$ cat src/rtl/fetch_if.sv
// Instruction-memory request/response channel between the fetch stage and imem.
interface fetch_if;
  localparam int unsigned AW = 32;
  localparam int unsigned DW = 32;

  logic          req;
  logic [AW-1:0] addr;
  logic          rvalid;
  logic [DW-1:0] rdata;

  modport master (output req, output addr, input rvalid, input rdata);
  modport slave  (input req, input addr, output rvalid, output rdata);
endinterface

$ cat src/rtl/fetch.sv
// Instruction-fetch stage: PC ownership, single-outstanding imem requests,
// one-entry stall buffer and redirect flush, feeding decode with pc/insn.
module fetch #(
  parameter logic [31:0] RESET_PC = 32'h8002_0000
) (
  input  logic        clock,
  input  logic        reset_n,
  input  logic        stall,
  input  logic        redirect,
  input  logic [31:0] redirect_pc,
  fetch_if.master     imem,
  output logic [31:0] pc,
  output logic [31:0] insn,
  output logic        insn_valid
);
  localparam int unsigned XLEN = 32;

  typedef enum logic [1:0] {
    REQ   = 2'd0,
    HOLD  = 2'd1,
    DRAIN = 2'd2
  } state_t;

  state_t            state_q, state_n;
  logic [XLEN-1:0]   fetch_pc_q, fetch_pc_n;
  logic [XLEN-1:0]   buf_pc_q, buf_pc_n;
  logic [XLEN-1:0]   buf_insn_q, buf_insn_n;
  logic [XLEN-1:0]   pc_n, insn_n;
  logic              insn_valid_n;
  logic              req_n;
  logic [XLEN-1:0]   addr_n;
  logic              rsp;
  logic [XLEN-1:0]   target;

  // A response only counts while a request is actually being presented.
  assign rsp    = imem.req & imem.rvalid;
  assign target = redirect_pc & ~XLEN'(3);

  always_ff @(posedge clock) begin
    if (!reset_n) begin
      state_q    <= REQ;
      fetch_pc_q <= RESET_PC;
      buf_pc_q   <= '0;
      buf_insn_q <= '0;
      imem.req   <= 1'b0;
      imem.addr  <= RESET_PC;
      pc         <= '0;
      insn       <= '0;
      insn_valid <= 1'b0;
    end else begin
      state_q    <= state_n;
      fetch_pc_q <= fetch_pc_n;
      buf_pc_q   <= buf_pc_n;
      buf_insn_q <= buf_insn_n;
      imem.req   <= req_n;
      imem.addr  <= addr_n;
      pc         <= pc_n;
      insn       <= insn_n;
      insn_valid <= insn_valid_n;
    end
  end

  always_comb begin
    state_n      = state_q;
    fetch_pc_n   = fetch_pc_q;
    buf_pc_n     = buf_pc_q;
    buf_insn_n   = buf_insn_q;
    pc_n         = pc;
    insn_n       = insn;
    insn_valid_n = insn_valid;

    unique case (state_q)
      REQ: begin
        if (redirect) begin
          fetch_pc_n   = target;
          insn_n       = '0;
          insn_valid_n = 1'b0;
          // Without a same-cycle response the stale request must be drained.
          if (imem.req && !rsp) state_n = DRAIN;
        end else if (rsp) begin
          fetch_pc_n = fetch_pc_q + XLEN'(4);
          if (stall) begin
            buf_pc_n   = fetch_pc_q;
            buf_insn_n = imem.rdata;
            state_n    = HOLD;
          end else begin
            pc_n         = fetch_pc_q;
            insn_n       = imem.rdata;
            insn_valid_n = 1'b1;
          end
        end else if (!stall) begin
          insn_n       = '0;
          insn_valid_n = 1'b0;
        end
      end
      HOLD: begin
        if (redirect) begin
          fetch_pc_n   = target;
          insn_n       = '0;
          insn_valid_n = 1'b0;
          state_n      = REQ;
        end else if (!stall) begin
          pc_n         = buf_pc_q;
          insn_n       = buf_insn_q;
          insn_valid_n = 1'b1;
          state_n      = REQ;
        end
      end
      DRAIN: begin
        if (!stall) begin
          insn_n       = '0;
          insn_valid_n = 1'b0;
        end
        if (redirect) fetch_pc_n = target;
        if (rsp) state_n = REQ;
      end
      default: state_n = REQ;
    endcase

    // Request lines follow the next state; DRAIN keeps the stale address stable.
    req_n  = (state_n != HOLD);
    addr_n = (state_n == DRAIN) ? imem.addr : fetch_pc_n;
  end
endmodule

$ cat src/flat_wrapper.sv
// flat-port wrapper written by rule: the top's interface ports become plain ports
module fetch_flat 
#(
  parameter logic [31:0] RESET_PC = 32'h8002_0000
)
  (clock, reset_n, stall, redirect, redirect_pc, pc, insn, insn_valid, imem_req, imem_addr, imem_rvalid, imem_rdata);
  fetch_if imem_i ();
  input  logic clock;
  input  logic reset_n;
  input  logic stall;
  input  logic redirect;
  input  logic [31:0] redirect_pc;
  output logic [31:0] pc;
  output logic [31:0] insn;
  output logic insn_valid;
  output wire logic [$bits(imem_i.req)-1:0] imem_req;
  output wire logic [$bits(imem_i.addr)-1:0] imem_addr;
  input wire logic [$bits(imem_i.rvalid)-1:0] imem_rvalid;
  input wire logic [$bits(imem_i.rdata)-1:0] imem_rdata;
  assign imem_req = imem_i.req;
  assign imem_addr = imem_i.addr;
  assign imem_i.rvalid = imem_rvalid;
  assign imem_i.rdata = imem_rdata;
  fetch #(.RESET_PC(RESET_PC)) u_core (.clock(clock), .reset_n(reset_n), .stall(stall), .redirect(redirect), .redirect_pc(redirect_pc), .imem(imem_i), .pc(pc), .insn(insn), .insn_valid(insn_valid));
endmodule
$ cat config.mk
export PLATFORM = sky130hd
export DESIGN_NAME = fetch_flat
export DESIGN_NICKNAME = d
export VERILOG_FILES = /design/src/rtl/fetch_if.sv /design/src/rtl/fetch.sv /design/src/flat_wrapper.sv
export SDC_FILE = /design/constraint.sdc
export NUM_CORES = 1
export LEC_CHECK = 0
export CAP_MARGIN = 20
export CORE_MARGIN = 2
export CORE_UTILIZATION = 54
export CTS_BUF_LIST = sky130_fd_sc_hd__clkbuf_8
export CTS_CLUSTER_DIAMETER = 60
export CTS_CLUSTER_SIZE = 14
export DETAILED_ROUTE_END_ITERATION = 10
export PLACE_DENSITY = 0.81
export REMOVE_ABC_BUFFERS = 1
export SETUP_SLACK_MARGIN = 0.15
export SLEW_MARGIN = 20
export SYNTH_ARGS = -nofsm -noshare
export SYNTH_HDL_FRONTEND = slang
export SYNTH_SLANG_ARGS = --single-unit
$ cat constraint.sdc
create_clock -name clock -period 2.48 [get_ports clock]
set_input_delay 0.248 -clock clock [delete_from_list [all_inputs] [get_ports clock]]
set_output_delay 0.248 -clock clock [all_outputs]
set_load 0.005 [all_outputs]
==> results by group <==
Run status
  • Outcome: finished, final reports clean

Detailed routing
  • DR WL/cell: roughly 18 um
  • Routed wire length: approximately 26,000 um
  • Routed Antenna Nets: 0
  • Max Used Layer: met4
  • Via total after detailed routing: around 9,000
  • Detailed router's first-iteration violation count: around 1,100
  • DR pass1 iterations: 5
  • Metal-1 WL: between 10,000 and 15,000 um
  • Met3 WL: 2208 um
  • Vias per std cell: 6.046
  • Drt drc: 0
  • Metal2 WL: about 12,000 um

Pwr
  • Leak: roughly 4.1 nW
  • VDD IR max: 0.4104 mV
  • Pwr dens: between 600 and 700 nW/um2
  • PnR Total Power: 7.001 mW

Yosys
  • Mapped cell area: approximately 8800 um2
  • Synth top area share: 0.4441
  • Unique masters post-synth: between 60 and 70
  • Post-synth top flop: dfxtp_1
  • List of most frequent post-synthesis cells: dfxtp_1 (196), nand2_1 (164), nor2_1 (141), a21oi_1 (134), clkbuf_1 (80)
  • Syn avg cell area: 7.988 um2
  • Register area share after synthesis: 0.4441
  • Post-synth ARST share: 0
  • EDFF count, synth: 0
  • Cell taking the most area after synthesis: dfxtp_1
  • Yosys warning count: 0
  • Count leader, synth: dfxtp_1
  • Cell count after synthesis: around 1,100
  • Yosys reg bits: 196
  • Synth top area cells: dfxtp_1 (44%), a21oi_1 (7.6%), nand2_1 (7.0%)

Timing
  • Min Tclk post-route: approximately 2.3 ns
  • PnR worst setup slack: roughly 0.20 ns
  • Hold Vio Cnt, Final: 0
  • Setup Skew: 0.01228 ns
  • F_max: between 0.4 and 0.5 GHz
  • Total negative setup slack: 0 ns
  • Final Cycle Share: 0.9183
  • Slew Limit Fails: 0
  • Worst-Margin Slew: between 0.7 and 0.8 ns
  • RSZ-0062 raised after global routing: true
  • Worst slew margin relative to its limit: 0.5122
  • Setup violations, final: 0

Global route
  • First-pass GRT wire length: 42,660 um
  • Pin count of the biggest net entering global routing: 96
  • GRT Overall Usage: 0.2987
  • Vias in the first global route: about 8,300
  • Initial antenna violation count: 0
  • Grt total ovfl: 0

Clock tree
  • Clk_lat worst skew: approximately 0.49 ns
  • Post-CTS setup buffer count: 0
  • Clk sinks: 196
  • Num CTS Buffers: 17
  • Clk root buf: clkbuf_8
  • Worst-path clk slew: approximately 0.11 ns
  • CTS tree: done
  • H-tree levels: 4
  • Clk buf depth: 2

Layout
  • Storage cell area: 3929 um2
  • Fin nets: 1,329
  • Final core occ: 0.7184
  • Multi-input gate area: about 4500 um2
  • Share of layout cells above drive strength 1: 0.1042
  • Area grow syn2layout: 29.64%
  • # diodes: 0
  • Fill cell count: ~1,300

Floorplan
  • DIE WIDTH: roughly 130 um
  • Top Ports: approximately 170
  • Core Area: between 15,000 and 20,000 um2
  • FP Rows: 46
  • DIE HEIGHT: between 100 and 150 um
  • Initial Util: 0.5542
  • Die area: around 17,000 um2

Critical path
  • Crit Path Class: flop to flop
  • Most numerous cell on the critical path: nor2_1
  • Worst-path fanout max: 16
  • Worst-path cell chain: inv_1, ha_1, buf_4, or2_2, nor2_4, buf_12, a22oi_1, nor2_1, a21oi_4, nor2_1
  • Slowest CP cell: dfxtp_4
  • Worst Setup End Kind: flop
  • Critical path's largest stage delay: ~0.39 ns
  • Crit path arrival time: roughly 2.7 ns
  • CP required: around 2.9 ns
  • CP startpoint kind: flop

Placed design
  • Setup slack at placement: around 0.0052 ns
  • Routability cong.: about 0.96
  • Post-DP HPWL: approximately 17,000 um
  • Port buffer count: between 150 and 200

Flow run
  • # Max-Cap Violations: 0

Min path
  • Worst hold path type: input pin to flop
cell families (layout without fill, tap and decap cells):
| family | after synthesis | in the layout | synth area share |
|---|---|---|---|
| AND/OR/NAND/NOR | 418 | 418 | 0.2130 |
| XOR/XNOR | 6 | 6 | 0.005948 |
| multiplexers | 30 | 30 | 0.03413 |
| adder cells (fa/ha/maj) | 6 | 6 | 0.008497 |
| flip-flops | 196 | 196 | 0.4441 |
| buffers and inverters | 120 | 281 | 0.05438 |
| AO/OA/AOI/OAI | 330 | 330 | 0.2399 |
critical path, delay by kind of cell, from the launching register on:
kind	cells	cell delay, ns
AOI/OAI and AO/OA	2	0.15
adders and majority gates	1	0.32
buffers and inverters	3	0.46
DFF	1	0.39
and+or+nand+nor	4	0.91
layout make-up:
type                       instances  area share
clock inverter                    15     0.01901
clock buffer                      17     0.02043
tap                              216     0.02360
inverter                          16    0.005790
timing repair buffer             233      0.1966
multi-input combinational        790      0.3915
sequential                       196      0.3430
metal layers:
| layer | up-vias | track usage |
|---|---|---|
| met5 | - | 0 |
| met4 | 0 | 0.1075 |
| met3 | 59 | 0.04960 |
| met2 | 453 | 0.4757 |
| met1 | 4228 | 0.4102 |
| li1 | 4226 | - |
flip-flops by register name (all words and copies together), names as in the netlist:
register and count:
u_core.pc 32, u_core.insn 32, u_core.imem.addr 32, u_core.fetch_pc_q 32
u_core.buf_pc_q 32, u_core.buf_insn_q 32, u_core.imem.req 1, u_core.state_q 2
u_core.insn_valid 1
stage by stage:
step / cells / hold WS, ns / instance area, um2
global placement: 1450 / 0.4399 / 10920
global route: 1483 / 0.3248 / 11450
detailed placement: 1450 / 0.4434 / 10920
finish: 1483 / 0.3216 / 11450
floorplan: 1002 / 0.3099 / 8414
CTS: 1482 / 0.3083 / 11380
power breakdown:
group	switching (mW)	internal, mW	total [mW]
clock network	1.25	1.05	2.30
registers	0.134	3.30	3.43
logic	0.662	0.600	1.26
worst paths after layout:
path / end / startpoint / slack, ns / cells after the start
min reg2reg: u_core.buf_insn_q[10]$_SDFFE_PN0P_ / u_core.buf_insn_q[10]$_SDFFE_PN0P_ / 0.46 / 2
max reg2reg: u_core.insn[30]$_SDFFE_PN0P_ / u_core.state_q[1]$_SDFF_PN0_ / 0.20 / 10
max: u_core.insn[30]$_SDFFE_PN0P_ / u_core.state_q[1]$_SDFF_PN0_ / 0.20 / 10
min: u_core.buf_insn_q[11]$_SDFFE_PN0P_ / imem_rdata[11] / 0.32 / 3
placed cells by master, fill, tap and decap left out, types with 14 or more instances in the layout:
cell type / n
dfxtp_1: 194
nand2_1: 164
clkdlybuf4s50_1: 164
nor2_1: 139
a21oi_1: 130
buf_4: 62
o21ai_0: 40
a22oi_1: 34
a211oi_1: 34
mux2i_1: 29
nand3_1: 26
clkbuf_8: 17
nand4_1: 16
inv_1: 14
nor3_1: 14
timing repair:
action	in CTS	in global routing
cloned	0	1
pin swaps	0	1
hold buffers	0	0
endpoints found under the setup margin	32	39
gates resized for setup	2	14
hold endpoints to repair	0	0
(Power assumes the default switching activity.)
